### src/rtl/hlsm_sched_pkg.sv
// Shared types and sizing helpers for the HLSM job scheduler.
package hlsm_sched_pkg;

    typedef enum logic [2:0] {
        IDLE  = 3'd0,
        ARB   = 3'd1,
        ISSUE = 3'd2,
        BUSY  = 3'd3,
        RESP  = 3'd4
    } sched_state_e;

    localparam int DEFAULT_DW   = 32;
    localparam int DEFAULT_NREQ = 4;

    // Requester index width; never narrower than one bit.
    function automatic int id_w(input int n);
        return (n > 1) ? $clog2(n) : 1;
    endfunction

endpackage

### src/rtl/rr_arbiter.sv
// Combinational round-robin arbiter: first valid request after ptr, wrapping.
module rr_arbiter
    import hlsm_sched_pkg::*;
#(
    parameter int NREQ = DEFAULT_NREQ,
    parameter int ID_W = id_w(NREQ)
) (
    input  logic [NREQ-1:0] req,
    input  logic [ID_W-1:0] ptr,
    output logic [NREQ-1:0] grant,
    output logic [ID_W-1:0] grant_idx,
    output logic            any_valid
);

    logic [ID_W-1:0] cand;

    // Offsets 1..NREQ put the last winner at the very end of the search.
    always_comb begin
        grant     = '0;
        grant_idx = '0;
        any_valid = 1'b0;
        cand      = '0;
        for (int k = 1; k <= NREQ; k++) begin
            cand = ID_W'((int'(ptr) + k) % NREQ);
            if (!any_valid && req[cand]) begin
                any_valid = 1'b1;
                grant_idx = cand;
            end
        end
        grant[grant_idx] = any_valid;
    end

endmodule

### src/rtl/hlsm_job_scheduler.sv
// Shares one Start/Done HLSM datapath among NREQ requesters with round-robin grants.
// Optional BUSY watchdog and rsp_err port enabled by defining HLSM_TIMEOUT_EN.
module hlsm_job_scheduler
    import hlsm_sched_pkg::*;
#(
    parameter int NREQ           = DEFAULT_NREQ,
    parameter int DW             = DEFAULT_DW,
    parameter int TIMEOUT_CYCLES = 64
) (
    input  logic                    Clk,
    input  logic                    Rst,
    input  logic [NREQ-1:0]         req_valid,
    output logic [NREQ-1:0]         req_ready,
    input  logic [NREQ*DW-1:0]      req_a,
    input  logic [NREQ*DW-1:0]      req_b,
    input  logic [NREQ*DW-1:0]      req_c,
    output logic                    rsp_valid,
    input  logic                    rsp_ready,
    output logic [id_w(NREQ)-1:0]   rsp_id,
    output logic [DW-1:0]           rsp_z,
    output logic [DW-1:0]           rsp_x,
`ifdef HLSM_TIMEOUT_EN
    output logic                    rsp_err,
`endif
    output logic                    dp_start,
    output logic [DW-1:0]           dp_a,
    output logic [DW-1:0]           dp_b,
    output logic [DW-1:0]           dp_c,
    input  logic                    dp_done,
    input  logic [DW-1:0]           dp_z,
    input  logic [DW-1:0]           dp_x,
    output logic                    busy
);

    localparam int ID_W = id_w(NREQ);

    sched_state_e    state_q, state_d;
    logic [ID_W-1:0] rr_ptr_q, rr_ptr_d;
    logic [ID_W-1:0] owner_q, owner_d;
    logic [DW-1:0]   dp_a_q, dp_a_d;
    logic [DW-1:0]   dp_b_q, dp_b_d;
    logic [DW-1:0]   dp_c_q, dp_c_d;
    logic [ID_W-1:0] rsp_id_q, rsp_id_d;
    logic [DW-1:0]   rsp_z_q, rsp_z_d;
    logic [DW-1:0]   rsp_x_q, rsp_x_d;

    logic [NREQ-1:0] arb_grant;
    logic [ID_W-1:0] arb_idx;
    logic            arb_any;
    logic [DW-1:0]   sel_a, sel_b, sel_c;

`ifdef HLSM_TIMEOUT_EN
    localparam int WD_W = $clog2(TIMEOUT_CYCLES + 1);
    logic [WD_W-1:0] wdog_q, wdog_d;
    logic            rsp_err_q, rsp_err_d;
`else
    logic unused_timeout_cfg;
    assign unused_timeout_cfg = (TIMEOUT_CYCLES != 0);
`endif

    rr_arbiter #(
        .NREQ (NREQ),
        .ID_W (ID_W)
    ) u_arb (
        .req       (req_valid),
        .ptr       (rr_ptr_q),
        .grant     (arb_grant),
        .grant_idx (arb_idx),
        .any_valid (arb_any)
    );

    assign sel_a = req_a[int'(arb_idx)*DW +: DW];
    assign sel_b = req_b[int'(arb_idx)*DW +: DW];
    assign sel_c = req_c[int'(arb_idx)*DW +: DW];

    always_comb begin
        state_d   = state_q;
        rr_ptr_d  = rr_ptr_q;
        owner_d   = owner_q;
        dp_a_d    = dp_a_q;
        dp_b_d    = dp_b_q;
        dp_c_d    = dp_c_q;
        rsp_id_d  = rsp_id_q;
        rsp_z_d   = rsp_z_q;
        rsp_x_d   = rsp_x_q;
        req_ready = '0;
        dp_start  = 1'b0;
        rsp_valid = 1'b0;
`ifdef HLSM_TIMEOUT_EN
        wdog_d    = wdog_q;
        rsp_err_d = rsp_err_q;
`endif
        case (state_q)
            IDLE: begin
                if (|req_valid) state_d = ARB;
            end
            // Operands are captured only here, so they stay put for the whole job.
            ARB: begin
                if (arb_any) begin
                    req_ready = arb_grant;
                    dp_a_d    = sel_a;
                    dp_b_d    = sel_b;
                    dp_c_d    = sel_c;
                    owner_d   = arb_idx;
                    rr_ptr_d  = arb_idx;
`ifdef HLSM_TIMEOUT_EN
                    rsp_err_d = 1'b0;
`endif
                    state_d   = ISSUE;
                end else begin
                    state_d   = IDLE;
                end
            end
            ISSUE: begin
                dp_start = 1'b1;
`ifdef HLSM_TIMEOUT_EN
                wdog_d   = '0;
`endif
                state_d  = BUSY;
            end
            BUSY: begin
                if (dp_done) begin
                    rsp_z_d  = dp_z;
                    rsp_x_d  = dp_x;
                    rsp_id_d = owner_q;
                    state_d  = RESP;
                end
`ifdef HLSM_TIMEOUT_EN
                else if (wdog_q == WD_W'(TIMEOUT_CYCLES - 1)) begin
                    rsp_z_d   = '0;
                    rsp_x_d   = '0;
                    rsp_id_d  = owner_q;
                    rsp_err_d = 1'b1;
                    state_d   = RESP;
                end else begin
                    wdog_d = wdog_q + 1'b1;
                end
`endif
            end
            RESP: begin
                rsp_valid = 1'b1;
                if (rsp_ready) state_d = IDLE;
            end
            default: state_d = IDLE;
        endcase
    end

    always_ff @(posedge Clk) begin
        if (!Rst) begin
            state_q   <= IDLE;
            rr_ptr_q  <= ID_W'(NREQ - 1);
            owner_q   <= '0;
            dp_a_q    <= '0;
            dp_b_q    <= '0;
            dp_c_q    <= '0;
            rsp_id_q  <= '0;
            rsp_z_q   <= '0;
            rsp_x_q   <= '0;
`ifdef HLSM_TIMEOUT_EN
            wdog_q    <= '0;
            rsp_err_q <= 1'b0;
`endif
        end else begin
            state_q   <= state_d;
            rr_ptr_q  <= rr_ptr_d;
            owner_q   <= owner_d;
            dp_a_q    <= dp_a_d;
            dp_b_q    <= dp_b_d;
            dp_c_q    <= dp_c_d;
            rsp_id_q  <= rsp_id_d;
            rsp_z_q   <= rsp_z_d;
            rsp_x_q   <= rsp_x_d;
`ifdef HLSM_TIMEOUT_EN
            wdog_q    <= wdog_d;
            rsp_err_q <= rsp_err_d;
`endif
        end
    end

    assign dp_a   = dp_a_q;
    assign dp_b   = dp_b_q;
    assign dp_c   = dp_c_q;
    assign rsp_id = rsp_id_q;
    assign rsp_z  = rsp_z_q;
    assign rsp_x  = rsp_x_q;
    assign busy   = (state_q != IDLE);
`ifdef HLSM_TIMEOUT_EN
    assign rsp_err = rsp_err_q;
`endif

endmodule

### config.mk
export PLATFORM = sky130hd
export DESIGN_NAME = hlsm_job_scheduler
export DESIGN_NICKNAME = d
export VERILOG_FILES = /design/src/rtl/hlsm_sched_pkg.sv /design/src/rtl/rr_arbiter.sv /design/src/rtl/hlsm_job_scheduler.sv
export SDC_FILE = /design/constraint.sdc
export NUM_CORES = 1
export LEC_CHECK = 0
export BUFFER_PORTS_ARGS = -buffer_cell sky130_fd_sc_hd__buf_4
export CORE_AREA = 4 4 238 240
export CTS_BUF_LIST = sky130_fd_sc_hd__clkbuf_16
export CTS_CLUSTER_SIZE = 20
export DETAILED_ROUTE_END_ITERATION = 10
export DIE_AREA = 0 0 242 244
export PLACE_DENSITY = 0.5
export SYNTH_ARGS = -nofsm -noshare
export SYNTH_HDL_FRONTEND = slang
export SYNTH_SLANG_ARGS = --single-unit
export TNS_END_PERCENT = 50
### constraint.sdc
create_clock -name Clk -period 5.25 [get_ports Clk]
set_input_delay 0.7875 -clock Clk [delete_from_list [all_inputs] [get_ports Clk]]
set_output_delay 0.7875 -clock Clk [all_outputs]
set_load 0.005 [all_outputs]
# After elaboration in Yosys (flattened, before gate mapping)
# Index checks and enable logic that the tools add are counted.
[totals] ff_bits=169 input_bits=456 output_inout_bits=169
[classes] add_sub_neg=4 n_lt_le_gt_ge=6 eq_ne=7 shifts=3 mux=27 bitwise=1 n_reduce_logical=13
[op_table] op="$shiftx A128 B8 Y32" n=3
[op_table] op="$lt A2 B3 Y1 const B" n=5
[op_table] op="$pmux W3 S5" n=1
[op_table] op="$mux W1" n=11
[op_table] op="$mux W2" n=5
[op_table] op="$mux W3" n=3
[op_table] op="$bmux W1 S2" n=4
[op_table] op="$mux W4" n=2
[op_table] op="$eq A3 B2 Y1 const B" n=2
[op_table] op="$ne A2 B2 Y1 const B" n=3
[op_table] op="$add A2 B1 Y2 const B" n=2
[op_table] op="$add A2 B2 Y2 const B" n=2
[op_table] op="$and A4 B4 Y4" n=1
[op_table] op="$logic_and A1 B1 Y1" n=4
[op_table] op="$reduce_and A2 Y1" n=2
[op_table] op="$reduce_or A4 Y1" n=1
[op_table] op="$eq A3 B1 Y1 const B" n=1
[op_table] op="$eq A3 B3 Y1 const B" n=1
[op_table] op="$logic_not A1 Y1" n=3
[op_table] op="$logic_not A3 Y1" n=1
[op_table] op="$reduce_and A3 Y1" n=1
[op_table] op="$reduce_bool A3 Y1" n=1
[op_table] op="$demux W1 S2" n=1
[op_table] op="$ge A2 B1 Y1 const B" n=1

# Depth between registers and ports, before layout
# Gate-level depths: netlist of run 1.
[logic_depth] ltp_word=20 ltp_mapped=8 depth_no_buf=5

# Hierarchy
# Synthesis of run 1 repeated with hierarchy kept, for this count alone.
[hier_totals] hier_cells=693 hier_area_um2=8031.5
[modules_own_cells] module="hlsm_job_scheduler" instances=1 cells_each=659 area_per_inst_um2=7808.7
[modules_own_cells] module="rr_arbiter" instances=1 cells_each=34 area_per_inst_um2=222.7

# Worst setup path after synthesis of run 1
# OpenSTA, ideal clock, no wires.
[synth_path] kind="input -> output" from="input port req_valid[3]" to="output port req_ready[0]" arrival_ns=1.787 t_required_ns=4.463 slack_ns=2.675 path_stages=5 n_path_buf=1 path_cell_list="nor4_2 > nor4b_4 > o21ai_2 > clkbuf_1 > nor2_1"
[synth_between] elab_chain_cells=19 elab_cells_between_ends=30 cone_classes="order compare (2); mux (20); bitwise (1); reduce/logical (7)"
[synth_lines] item="from (decl)" line="hlsm_job_scheduler.sv:12" text="input logic [NREQ-1:0] req_valid,"
[synth_lines] item="$bmux W1 S2" line="rr_arbiter.sv:25" text="if (!any_valid && req[cand]) begin"
[synth_lines] item="$mux W1 (implied by the code)" line="rr_arbiter.sv:25"
[synth_lines] item="$mux W1" line="rr_arbiter.sv:25"
[synth_lines] item="$logic_not A1 Y1" line="rr_arbiter.sv:25"
[synth_lines] item="$logic_and A1 B1 Y1" line="rr_arbiter.sv:25"
[synth_lines] item="$mux W1" line="rr_arbiter.sv:25"
[synth_lines] item="$logic_not A1 Y1" line="rr_arbiter.sv:25"
[synth_lines] item="$logic_and A1 B1 Y1" line="rr_arbiter.sv:25"
[synth_lines] item="[3 not listed]"
[synth_lines] item="$mux W2" line="rr_arbiter.sv:25"
[synth_lines] item="$lt A2 B3 Y1 (implied by the code) / $ge A2 B1 Y1 (equally long branches)" line="rr_arbiter.sv:30" text="grant[grant_idx] = any_valid;"
[synth_lines] item="$logic_and A1 B1 Y1 (implied by the code)" line="rr_arbiter.sv:30"
[synth_lines] item="$mux W1 (implied by the code)" line="rr_arbiter.sv:30"
[synth_lines] item="$demux W1 S2"
[synth_lines] item="$and A4 B4 Y4 (no source line)"
[synth_lines] item="$mux W4 (*)" line="hlsm_job_scheduler.sv:99" text="if (arb_any) begin"
[synth_lines] item="$mux W4 (*)" line="hlsm_job_scheduler.sv:93" text="case (state_q)"
[synth_lines] item="to (decl)" line="hlsm_job_scheduler.sv:13" text="output logic [NREQ-1:0] req_ready,"
# Mark *: on every way between the ends. The rest lies on a longest branch, timed or not. The select of a mux whose other input is x is not followed.

# Worst setup path in the final report of run 1
[layout_path] from="register state_q[0]" to="output port req_ready[2]"
[layout_between] elab_chain_cells=2
[layout_lines] item="from (decl)" line="hlsm_job_scheduler.sv:37" text="sched_state_e state_q, state_d;"
[layout_lines] item="from (signal assigned)" line="hlsm_job_scheduler.sv:164" text="state_q <= state_d;"
[layout_lines] item="$eq A3 B1 Y1" line="hlsm_job_scheduler.sv:93"
[layout_lines] item="$mux W4" line="hlsm_job_scheduler.sv:93"
# No other way between the ends.

==> summary.txt, run 1 <==
Status
  • Outcome: finished clean

Floorplan
  • Core ar.: 54700 µm²
  • Initial Utilization: 16.6%
  • Die area: 59000 µm²
  • Die width: 242 µm
  • Chip height: 244 µm
  • I/O pins: 625
  • Rows: 86

Clocking
  • Post-CTS Setup Repair Bufs: 0
  • Cts repair resizes: 0
  • H-tree levels: 4
  • Clock transition at path regs: 80 ps
  • Clock Tree Root: clkbuf_16
  • CTS tree: built
  • Cts bufs inserted: 17
  • CTS Sinks: 169
  • Clock latency on the worst-skew pair: 480 ps
  • Longest Clk Path Bufs: 2
  • CTS Hold Bufs: 0

Worst setup path
  • WP data required: 4460 ps
  • Family with the most delay on the worst path: simple AND/OR/NAND/NOR gates
  • Worst-path fanout max: 57
  • Crit Reg-Reg Startpoint: rr_ptr_q[0]$_SDFFE_PN1P_
  • R2R setup slack: 2570 ps
  • Crit start category: flop
  • Worst path arrival time: 2550 ps
  • R2R Path End: dp_a[15]$_SDFFE_PN0P_
  • Crit. End Element: output pin
  • Largest stage delay on the critical path: 530 ps
  • WS Path Type: reg -> out
  • Most common cell on crit path: buf_4
  • Crit-path slowest cell: buf_4
  • CP Cell Sequence: nor4b_4, buf_4, nand2_1, nor2_1, buf_4
  • Buffer and inverter count on the worst path: 2
  • Worst R2R Path Depth: 7

Pwr
  • Leak: 6.78 nW
  • Pwr per Cell Area: 268 nW/µm²
  • Worst vdd ir: 261 µV
  • Total Power: 4.01 mW

Layout
  • Fill cells: 5953
  • Post-Route Utilization: 27.4%
  • Layout cells sized above 1: 42.8%
  • Most frequent cells in the layout: buf_4 (651), dfxtp_1 (169), nand2_1 (136)
  • Most common cell after layout, fill and taps aside: buf_4
  • Diode count: 0
  • Nets: 2078
  • Area growth, synth to finish: 64.7%

Synth
  • Area share of the largest cell type after synthesis: 37.2%
  • Synth area leaders: dfxtp_1 (37%), mux2i_1 (10%), a211oi_1 (8.1%)
  • Cell taking the most area after synthesis: dfxtp_1
  • Net count after synthesis: 1526
  • Syn Area/Cell: 8.49 µm²
  • Register area share after synthesis: 37.2%
  • Mapped Cells: 1070
  • Post-Syn Area: 9080 µm²
  • Count of unique library cells instantiated by Yosys: 36
  • Synthesis-stage register bit count: 169
  • Ys Warns: 0

Global routing
  • First-pass GRT wire length: 69.6 mm
  • Number of global-route vias before repair: 11.1k
  • Initial antenna violation count: 0
  • Largest net degree at the start of global routing: 73
  • Total Routing Usage GR: 15.3%
  • Gr ovfl total: 0

Routing
  • Via count: 10.8k
  • Routed wire length: 47.0 mm
  • DRC Markers: 0
  • Wirelength per Cell: 20.1 µm
  • Via density: 4.60
  • DR pass1 iterations: 4
  • Antenna-violating nets left: 0
  • Drt initial violations: 559

Place
  • Number of I/O port buffers: 624
  • Place WS: 1900 ps
  • Final HPWL from detailed placement: 35.9 mm
  • GP Congestion: 0.939

Timing
  • Final Cycle Share: 63.7%
  • Final Skew: 9.92 ps
  • Max-slew violations: 0
  • Crit path time final: 3340 ps
  • Maximum clock rate: 299 MHz
  • Tightest Pin Transition: 1220 ps
  • Final setup violation count: 0
  • Final hold vios: 0
  • Relative slew slack: 18.8%
  • RSZ-0062 raised after global routing: false
  • Setup_tns: 0 ps
  • PnR worst setup slack: 1910 ps

Min path
  • Worst Hold Depth: 2
  • Worst hold start: rsp_x[8]$_SDFFE_PN0P_
  • HP Class: reg -> reg
  • Hold Crit Endpoint: rsp_x[8]$_SDFFE_PN0P_

Flow run
  • Maxcap violations: 0
==> routing by layer <==
| metal | GRT usage, % | part of all wire [%] | vias to the layer above |
|---|---|---|---|
| met5 | 0 | 0 | - |
| met4 | 4.87 | 2.4 | 0 |
| met3 | 4.55 | 6.9 | 53 |
| met2 | 26.3 | 50 | 471 |
| met1 | 18.4 | 40 | 5164 |
| li1 | - | - | 5074 |
==> logic make-up (layout without fill, tap and decap cells) <==
kind of cell,count (synthesis),count (layout),share of synthesized area [%]
simple gates,267,267,14.1
mux,94,94,10.4
buf+inv,169,734,8.28
flops,169,169,37.2
compound gates,371,371,30.1
==> worst max-delay path by stage <==
stage                             from           end  cells after the start
2_1_floorplan             req_valid[3]  req_ready[0]                      5
3_3_place_gp              req_valid[3]  req_ready[0]                      7
3_5_place_dp              req_valid[3]  req_ready[2]                      7
4_1_cts        state_q[0]$_SDFFE_PN0P_  req_ready[2]                      5
5_1_grt        state_q[0]$_SDFFE_PN0P_  req_ready[2]                      5
6_report       state_q[0]$_SDFFE_PN0P_  req_ready[2]                      5
==> sequential cells by signal, indices dropped and copies added (netlist names) <==
register	flops
dp_a	32
dp_b	32
dp_c	32
owner_q	2
rr_ptr_q	2
rsp_id	2
rsp_x	32
rsp_z	32
state_q	3
==> cell usage after synthesis, drive strengths merged <==
cell type,instances
o2bb2ai,1
nor4b,1
or3,1
or2,1
o21ai,56
nor2b,5
and3,2
a211oi,98
o21a,1
dfxtp,169
nand2,136
inv,50
nand2b,1
a21boi,67
o211ai,1
buf,50
nand3,51
nand4b,1
and2,50
nor2,11
a21oi,2
a221oi,49
o221ai,47
mux2i,94
nor4,1
a31oi,49
clkbuf,69
nor3b,6
==> worst min-delay path: stages, from the launching register on <==
cell	delay, ps
dfxtp_1	310
nand2_1	50
a21boi_1	50
==> power breakdown <==
group | total [mW] | switching (mW) | internal (mW)
registers | 1.47 | 0.0777 | 1.40
clock network | 1.34 | 0.663 | 0.682
logic | 1.19 | 0.597 | 0.593
total | 4.01 | 1.34 | 2.67
==> through the flow <==
stage	area [µm²]	hold slack [ps]	instances
2_1_floorplan	9080	428	1070
3_3_place_gp	14400	441	2307
3_5_place_dp	14400	446	2307
4_1_cts	15000	457	2339
5_1_grt	15000	473	2339
6_report	15000	454	2339
==> area by class of cell <==
type / instances / area (µm²) / share of cell area (%)
clock buffers: 17 / 425 / 2.84
clock inverters: 15 / 180 / 1.20
inverters: 50 / 188 / 1.25
multi-input cells: 732 / 4990 / 33.4
flip-flops and latches: 169 / 3380 / 22.6
well taps: 704 / 881 / 5.89
repair buffers: 652 / 4910 / 32.8
Power figures use the tool's default switching activity.
==> run 2: changes to the inputs <==
--- a/config.mk
+++ b/config.mk
@@ -6,12 +6,12 @@
 export NUM_CORES = 1
 export LEC_CHECK = 0
 export BUFFER_PORTS_ARGS = -buffer_cell sky130_fd_sc_hd__buf_4
-export CORE_AREA = 4 4 238 240
+export CORE_AREA = 4 4 239 241
 export CTS_BUF_LIST = sky130_fd_sc_hd__clkbuf_16
 export CTS_CLUSTER_SIZE = 20
 export DETAILED_ROUTE_END_ITERATION = 10
-export DIE_AREA = 0 0 242 244
-export PLACE_DENSITY = 0.5
+export DIE_AREA = 0 0 243 245
+export PLACE_DENSITY = 0.51
 export SYNTH_ARGS = -nofsm -noshare
 export SYNTH_HDL_FRONTEND = slang
 export SYNTH_SLANG_ARGS = --single-unit
==> constraint.sdc (replaced) <==
create_clock -name Clk -period 2.8 [get_ports Clk]
set_input_delay 0.42 -clock Clk [delete_from_list [all_inputs] [get_ports Clk]]
set_output_delay 0.42 -clock Clk [all_outputs]
set_load 0.005 [all_outputs]
==> run 2 against run 1 <==
Sequential share of layout area fell by 0.43 points; core utilization rose by 0.41 points; global-route usage fell by 0.29 points; worst setup slack got worse by 1700 ps; via count barely moved; combinational power rose by 98%; critical path type unchanged; largest cell class is now non-clock buffers.
==> summary.txt, run 2 (synthesized netlist as in run 1, its figures left out) <==
Clocking
  • CTS Sinks: 169 (unchanged)
  • CTS Hold Bufs: 0 (unchanged)
  • Cts bufs inserted: 17 (unchanged)
  • Clock transition at path regs: 70 ps (was 80 ps)
  • Clock latency on the worst-skew pair: 480 ps (about the same)
  • Clock Tree Root: clkbuf_16 (unchanged)
  • Longest Clk Path Bufs: 2 (unchanged)
  • CTS tree: built (unchanged)
  • H-tree levels: 4 (unchanged)

Floorplan
  • Chip height: 245 µm (was 244 µm)
  • Die area: 59500 µm² (was 59000 µm²)
  • Initial Utilization: 16.6% (about the same)
  • Core ar.: 54900 µm² (was 54700 µm²)
  • I/O pins: 625 (unchanged)
  • Die width: 243 µm (was 242 µm)
  • Rows: 86 (unchanged)

Worst setup path
  • WS Path Type: reg -> out (unchanged)
  • Crit. End Element: output pin (unchanged)
  • Worst path arrival time: 2170 ps (was 2550 ps)
  • Worst-path fanout max: 5 (was 57)
  • Crit Reg-Reg Startpoint: rr_ptr_q[1]$_SDFFE_PN1P_ (was rr_ptr_q[0]$_SDFFE_PN1P_)
  • Crit start category: flop (unchanged)
  • Crit. Startpoint: rr_ptr_q[1]$_SDFFE_PN1P_ (was state_q[0]$_SDFFE_PN0P_)
  • WP data required: 2380 ps (was 4460 ps)

Routing
  • Antenna-violating nets left: 0 (unchanged)
  • Drt initial violations: 592 (was 559)
  • DRC Markers: 0 (unchanged)
  • Via density: 4.55 (was 4.60)
  • Wirelength per Cell: 20.1 µm (about the same)
  • Via count: 10.8k (about the same)
  • DR pass1 iterations: 5 (was 4)
  • Routed wire length: 47.5 mm (was 47.0 mm)

Layout
  • Most common cell after layout, fill and taps aside: buf_4 (unchanged)
  • Fill cells: 5884 (was 5953)
  • Layout cells sized above 1: 43.6% (was 42.8%)
  • Cell area after layout: 15200 µm² (was 15000 µm²)
  • Nets: 2097 (was 2078)
  • Most frequent cells in the layout: buf_4 (659), dfxtp_1 (169), nand2_1 (135) (was buf_4 (651), dfxtp_1 (169), nand2_1 (136))
  • Area growth, synth to finish: 67.8% (was 64.7%)
  • Post-Route Utilization: 27.8% (was 27.4%)

Flow run
  • Maxcap violations: 0 (unchanged)

Global routing
  • Gr ovfl total: 0 (unchanged)
  • Largest net degree at the start of global routing: 100 (was 73)
  • First-pass GRT wire length: 68.3 mm (was 69.6 mm)
  • Initial antenna violation count: 5 (was 0)
  • Number of global-route vias before repair: 10.8k (was 11.1k)
  • Total Routing Usage GR: 15.0% (was 15.3%)

Min path
  • Worst hold start: dp_x[13] (was rsp_x[8]$_SDFFE_PN0P_)
  • HP Class: in -> reg (was reg -> reg)

Place
  • Final HPWL from detailed placement: 36.2 mm (was 35.9 mm)
  • Number of I/O port buffers: 624 (unchanged)
  • Placed Area: 14600 µm² (was 14400 µm²)
  • GP Congestion: 0.871 (was 0.939)

Pwr
  • Pwr per Cell Area: 502 nW/µm² (was 268 nW/µm²)
  • Leak: 6.92 nW (was 6.78 nW)
  • Worst vdd ir: 480 µV (was 261 µV)

Timing
  • Setup_tns: 0 ps (unchanged)
  • RSZ-0062 raised after global routing: false (unchanged)
  • Max-slew violations: 0 (unchanged)
  • Final hold vios: 0 (unchanged)
  • Final Skew: 15.5 ps (was 9.92 ps)
  • Tightest Pin Transition: 1120 ps (was 1220 ps)
  • Final Cycle Share: 92.4%
  • WHS: 189 ps (was 454 ps)
  • Maximum clock rate: 386 MHz
  • Relative slew slack: 25.6% (was 18.8%)
  • Final setup violation count: 0 (unchanged)
  • Crit path time final: 2590 ps

Status
  • Outcome: finished clean (unchanged)
## run 2: cell count changes in the layout (fill, tap and decap cells not counted), sizes merged
cell	change
buf	+18
bufinv	+1
clkinv	-5
diode	+6
inv	+3
o21ai	+1
## run 2: layout make-up
type,count,area (µm²),area share (%)
sequential,169,3380,22.2
clock inverter,14,178,1.17
multi-input combinational,733,5010,32.8
antenna,6,15.0,0.0985
timing repair buffer,670,5170,33.9
clock buffer,17,425,2.79
tap,704,881,5.78
inverter,50,188,1.23
## run 2: worst max-delay path: stages, from the launching register on
cell and delay [ps]:
dfxtp_1 410, inv_1 130, o2bb2ai_1 360, nor2_1 300
nand2_2 210, nor2_1 140, buf_4 150
## run 2: report_power, final
part / switching [mW] / total, mW / leakage [nW] / internal (mW)
clock: 1.20 / 2.55 / 0.296 / 1.35
combinational: 1.17 / 2.36 / 5.25 / 1.19
sequential: 0.129 / 2.75 / 1.38 / 2.62
total: 2.50 / 7.66 / 6.92 / 5.16
## run 2: worst paths after layout
| check | slack [ps] | endpoint | depth (start not counted) |
|---|---|---|---|
| worst max-delay path | 210 | req_ready[2] | 6 |
| worst min-delay path | 190 | rsp_x[13]$_SDFFE_PN0P_ | 3 |
| worst max register to register | 230 | dp_b[31]$_SDFFE_PN0P_ | 7 |
| worst min register to register | 450 | rsp_z[6]$_SDFFE_PN0P_ | 2 |
## run 2: per-stage QoR
step / setup WS (ps) / power (mW) / instances
after floorplan: 960 / 3.84 / 1070
after global placement: 258 / 5.13 / 2321
after detailed placement: 265 / 5.14 / 2321
after CTS: 38.9 / 7.80 / 2357
after global routing: 13.4 / 8.04 / 2361
final: 212 / 7.66 / 2363
## run 2: metal layers
layer | vias up | track usage, % | routed length [µm] | part of all wire (%)
met3 | 50 | 3.85 | 3210 | 6.7
met2 | 470 | 25.9 | 23800 | 50
met4 | 0 | 5.14 | 1100 | 2.3
li1 | 5112 | - | - | -
met1 | 5125 | 18.2 | 19400 | 41
met5 | - | 0 | 0 | 0
## run 2: what timing repair did
action                                  in CTS  in global routing
gates resized for setup                      1                  1
cloned                                       1                  0
endpoints found under the setup margin       2                  2
pin swaps                                    2                  0
setup buffers                                4                  0
==> run 3: changes to the inputs <==
--- a/config.mk
+++ b/config.mk
@@ -6,12 +6,12 @@
 export NUM_CORES = 1
 export LEC_CHECK = 0
 export BUFFER_PORTS_ARGS = -buffer_cell sky130_fd_sc_hd__buf_4
-export CORE_AREA = 4 4 239 241
+export CORE_AREA = 4 4 241 243
 export CTS_BUF_LIST = sky130_fd_sc_hd__clkbuf_16
 export CTS_CLUSTER_SIZE = 20
 export DETAILED_ROUTE_END_ITERATION = 10
-export DIE_AREA = 0 0 243 245
-export PLACE_DENSITY = 0.51
+export DIE_AREA = 0 0 245 247
+export PLACE_DENSITY = 0.49
 export SYNTH_ARGS = -nofsm -noshare
 export SYNTH_HDL_FRONTEND = slang
 export SYNTH_SLANG_ARGS = --single-unit
==> constraint.sdc (replaced) <==
create_clock -name Clk -period 2.39 [get_ports Clk]
set_input_delay 0.3585 -clock Clk [delete_from_list [all_inputs] [get_ports Clk]]
set_output_delay 0.3585 -clock Clk [all_outputs]
set_load 0.005 [all_outputs]
==> run 3 against run 2 <==
Cell area up 0.98%; clock-buffer cell count is the same; highest routed layer unchanged; global-route usage down 0.50 points; sequential power increased by 17%; wire length shrank 1.2%; clock power is 9.0% higher; register-to-register slack improved by 50 ps; via count up 0.29%; core utilization shrank 0.27 points.
==> summary.txt, run 3 (synthesized netlist as in run 1, its figures left out) <==
Worst setup path
  • Worst-path fanout max: 9 (was 5)
  • Crit start category: flop (unchanged)
  • Crit. End Element: output pin (unchanged)
  • WP data required: 2030 ps (was 2380 ps)
  • WS Path Type: reg -> out (unchanged)
  • Worst path arrival time: 1870 ps (was 2170 ps)

Layout
  • Most common cell after layout, fill and taps aside: buf_4 (unchanged)
  • Most frequent cells in the layout: buf_4 (665), dfxtp_1 (167), nand2_1 (135) (was buf_4 (659), dfxtp_1 (169), nand2_1 (135))
  • Fill cells: 6079 (was 5884)
  • Nets: 2107 (was 2097)
  • Layout cells sized above 1: 44.1% (was 43.6%)
  • Area growth, synth to finish: 69.4% (was 67.8%)

Floorplan
  • Die width: 245 µm (was 243 µm)
  • I/O pins: 625 (unchanged)
  • Initial Utilization: 16.2% (was 16.6%)
  • Core ar.: 56000 µm² (was 54900 µm²)
  • Rows: 87 (was 86)
  • Chip height: 247 µm (was 245 µm)
  • Die area: 60500 µm² (was 59500 µm²)

Place
  • Number of I/O port buffers: 624 (unchanged)
  • Final HPWL from detailed placement: 36.5 mm (was 36.2 mm)
  • Place WS: -28.6 ps (was 265 ps)
  • GP Congestion: 0.824 (was 0.871)

Global routing
  • Gr ovfl total: 0 (unchanged)
  • Number of global-route vias before repair: 10.9k (was 10.8k)
  • Largest net degree at the start of global routing: 87 (was 100)
  • First-pass GRT wire length: 67.0 mm (was 68.3 mm)
  • Total Routing Usage GR: 14.5% (was 15.0%)
  • Initial antenna violation count: 1 (was 5)

Routing
  • Wirelength per Cell: 19.4 µm (was 20.1 µm)
  • Via density: 4.46 (was 4.55)
  • Routed wire length: 47.0 mm (was 47.5 mm)
  • Drt initial violations: 542 (was 592)
  • DR pass1 iterations: 7 (was 5)
  • DRC Markers: 0 (unchanged)
  • Antenna-violating nets left: 0 (unchanged)
  • Via count: 10.8k (about the same)

Clocking
  • CTS Sinks: 169 (unchanged)
  • Cts bufs inserted: 17 (unchanged)
  • H-tree levels: 4 (unchanged)
  • Clock transition at path regs: 80 ps (was 70 ps)
  • Clock Tree Root: clkbuf_16 (unchanged)
  • CTS tree: built (unchanged)
  • Longest Clk Path Bufs: 2 (unchanged)
  • Clock latency on the worst-skew pair: 490 ps (was 480 ps)
  • CTS Hold Bufs: 0 (unchanged)

Pwr
  • Worst vdd ir: 534 µV (was 480 µV)
  • Leak: 6.97 nW (was 6.92 nW)
  • Pwr per Cell Area: 570 nW/µm² (was 502 nW/µm²)
  • Total Power: 8.78 mW (was 7.66 mW)

Timing
  • WHS: 112 ps (was 189 ps)
  • Crit path time final: 2230 ps
  • Final setup violation count: 0 (unchanged)
  • Final hold vios: 0 (unchanged)
  • Max-slew violations: 0 (unchanged)
  • PnR worst setup slack: 157 ps (was 212 ps)
  • Tightest Pin Transition: 750 ps (was 1120 ps)
  • Maximum clock rate: 448 MHz
  • Final Cycle Share: 93.4%
  • RSZ-0062 raised after global routing: false (unchanged)
  • Setup_tns: 0 ps (unchanged)
  • Relative slew slack: 50.0% (was 25.6%)
  • Final Skew: 16.5 ps (was 15.5 ps)

Min path
  • HP Class: in -> reg (unchanged)

Status
  • Outcome: finished clean (unchanged)

Flow run
  • Maxcap violations: 0 (unchanged)
==> run 3: area by class of cell <==
type / count / area [µm²] / area share, %
Antenna cell: 1 / 2.50 / 0.0163
Clock inverter: 15 / 131 / 0.854
Inverter: 50 / 188 / 1.22
Clock buffer: 17 / 425 / 2.76
Timing Repair Buffer: 681 / 5310 / 34.5
Sequential cell: 169 / 3390 / 22.0
Multi-Input combinational cell: 732 / 5000 / 32.5
Tap cell: 756 / 946 / 6.15
==> run 3: worst paths after layout <==
kind	cells after the start	from	slack, ps	endpoint
hold / removal	3	dp_z[29]	110	rsp_z[29]$_SDFFE_PN0P_
hold reg to reg	2	rsp_x[28]$_SDFFE_PN0P_	460	rsp_x[28]$_SDFFE_PN0P_
setup / recovery	6	rr_ptr_q[0]$_SDFFE_PN1P_	160	req_ready[1]
setup reg to reg	6	rr_ptr_q[0]$_SDFFE_PN1P_	280	dp_a[22]$_SDFFE_PN0P_
==> run 3: per-layer routing <==
layer | wire, µm | GRT usage (%)
met5 | 0 | 0
met4 | 1050 | 4.87
met2 | 23800 | 25.6
met3 | 3860 | 4.71
met1 | 18200 | 16.6
==> run 3: stage by stage <==
stage,cell area [µm²],instances,utilization (%)
floorplan,9080,1070,-
global route,15400,2421,27.5
CTS,15300,2418,27.4
detailed placement,14800,2385,26.4
finish,15400,2421,27.5
global placement,14800,2385,26.4
==> run 3: what timing repair did <==
action                     4_1_cts  5_1_grt
cloned                           0        1
buffers inserted                 1        1
setup endpoints to repair        4        6
resized for setup                3        4
pin swaps                        0        1
==> run 3: worst max-delay path, stage by stage (launching register included) <==
cell and delay (ps):
dfxtp_1 360, nor2b_2 190, nor2_1 80, buf_4 150, o21ai_4 330, nor2_1 130, buf_4 160
==> run 3: power breakdown <==
group	switching [mW]	total [mW]	internal (mW)
combinational	1.34	2.77	1.43
clock	1.41	2.78	1.37
sequential	0.161	3.23	3.07
total	2.91	8.78	5.87
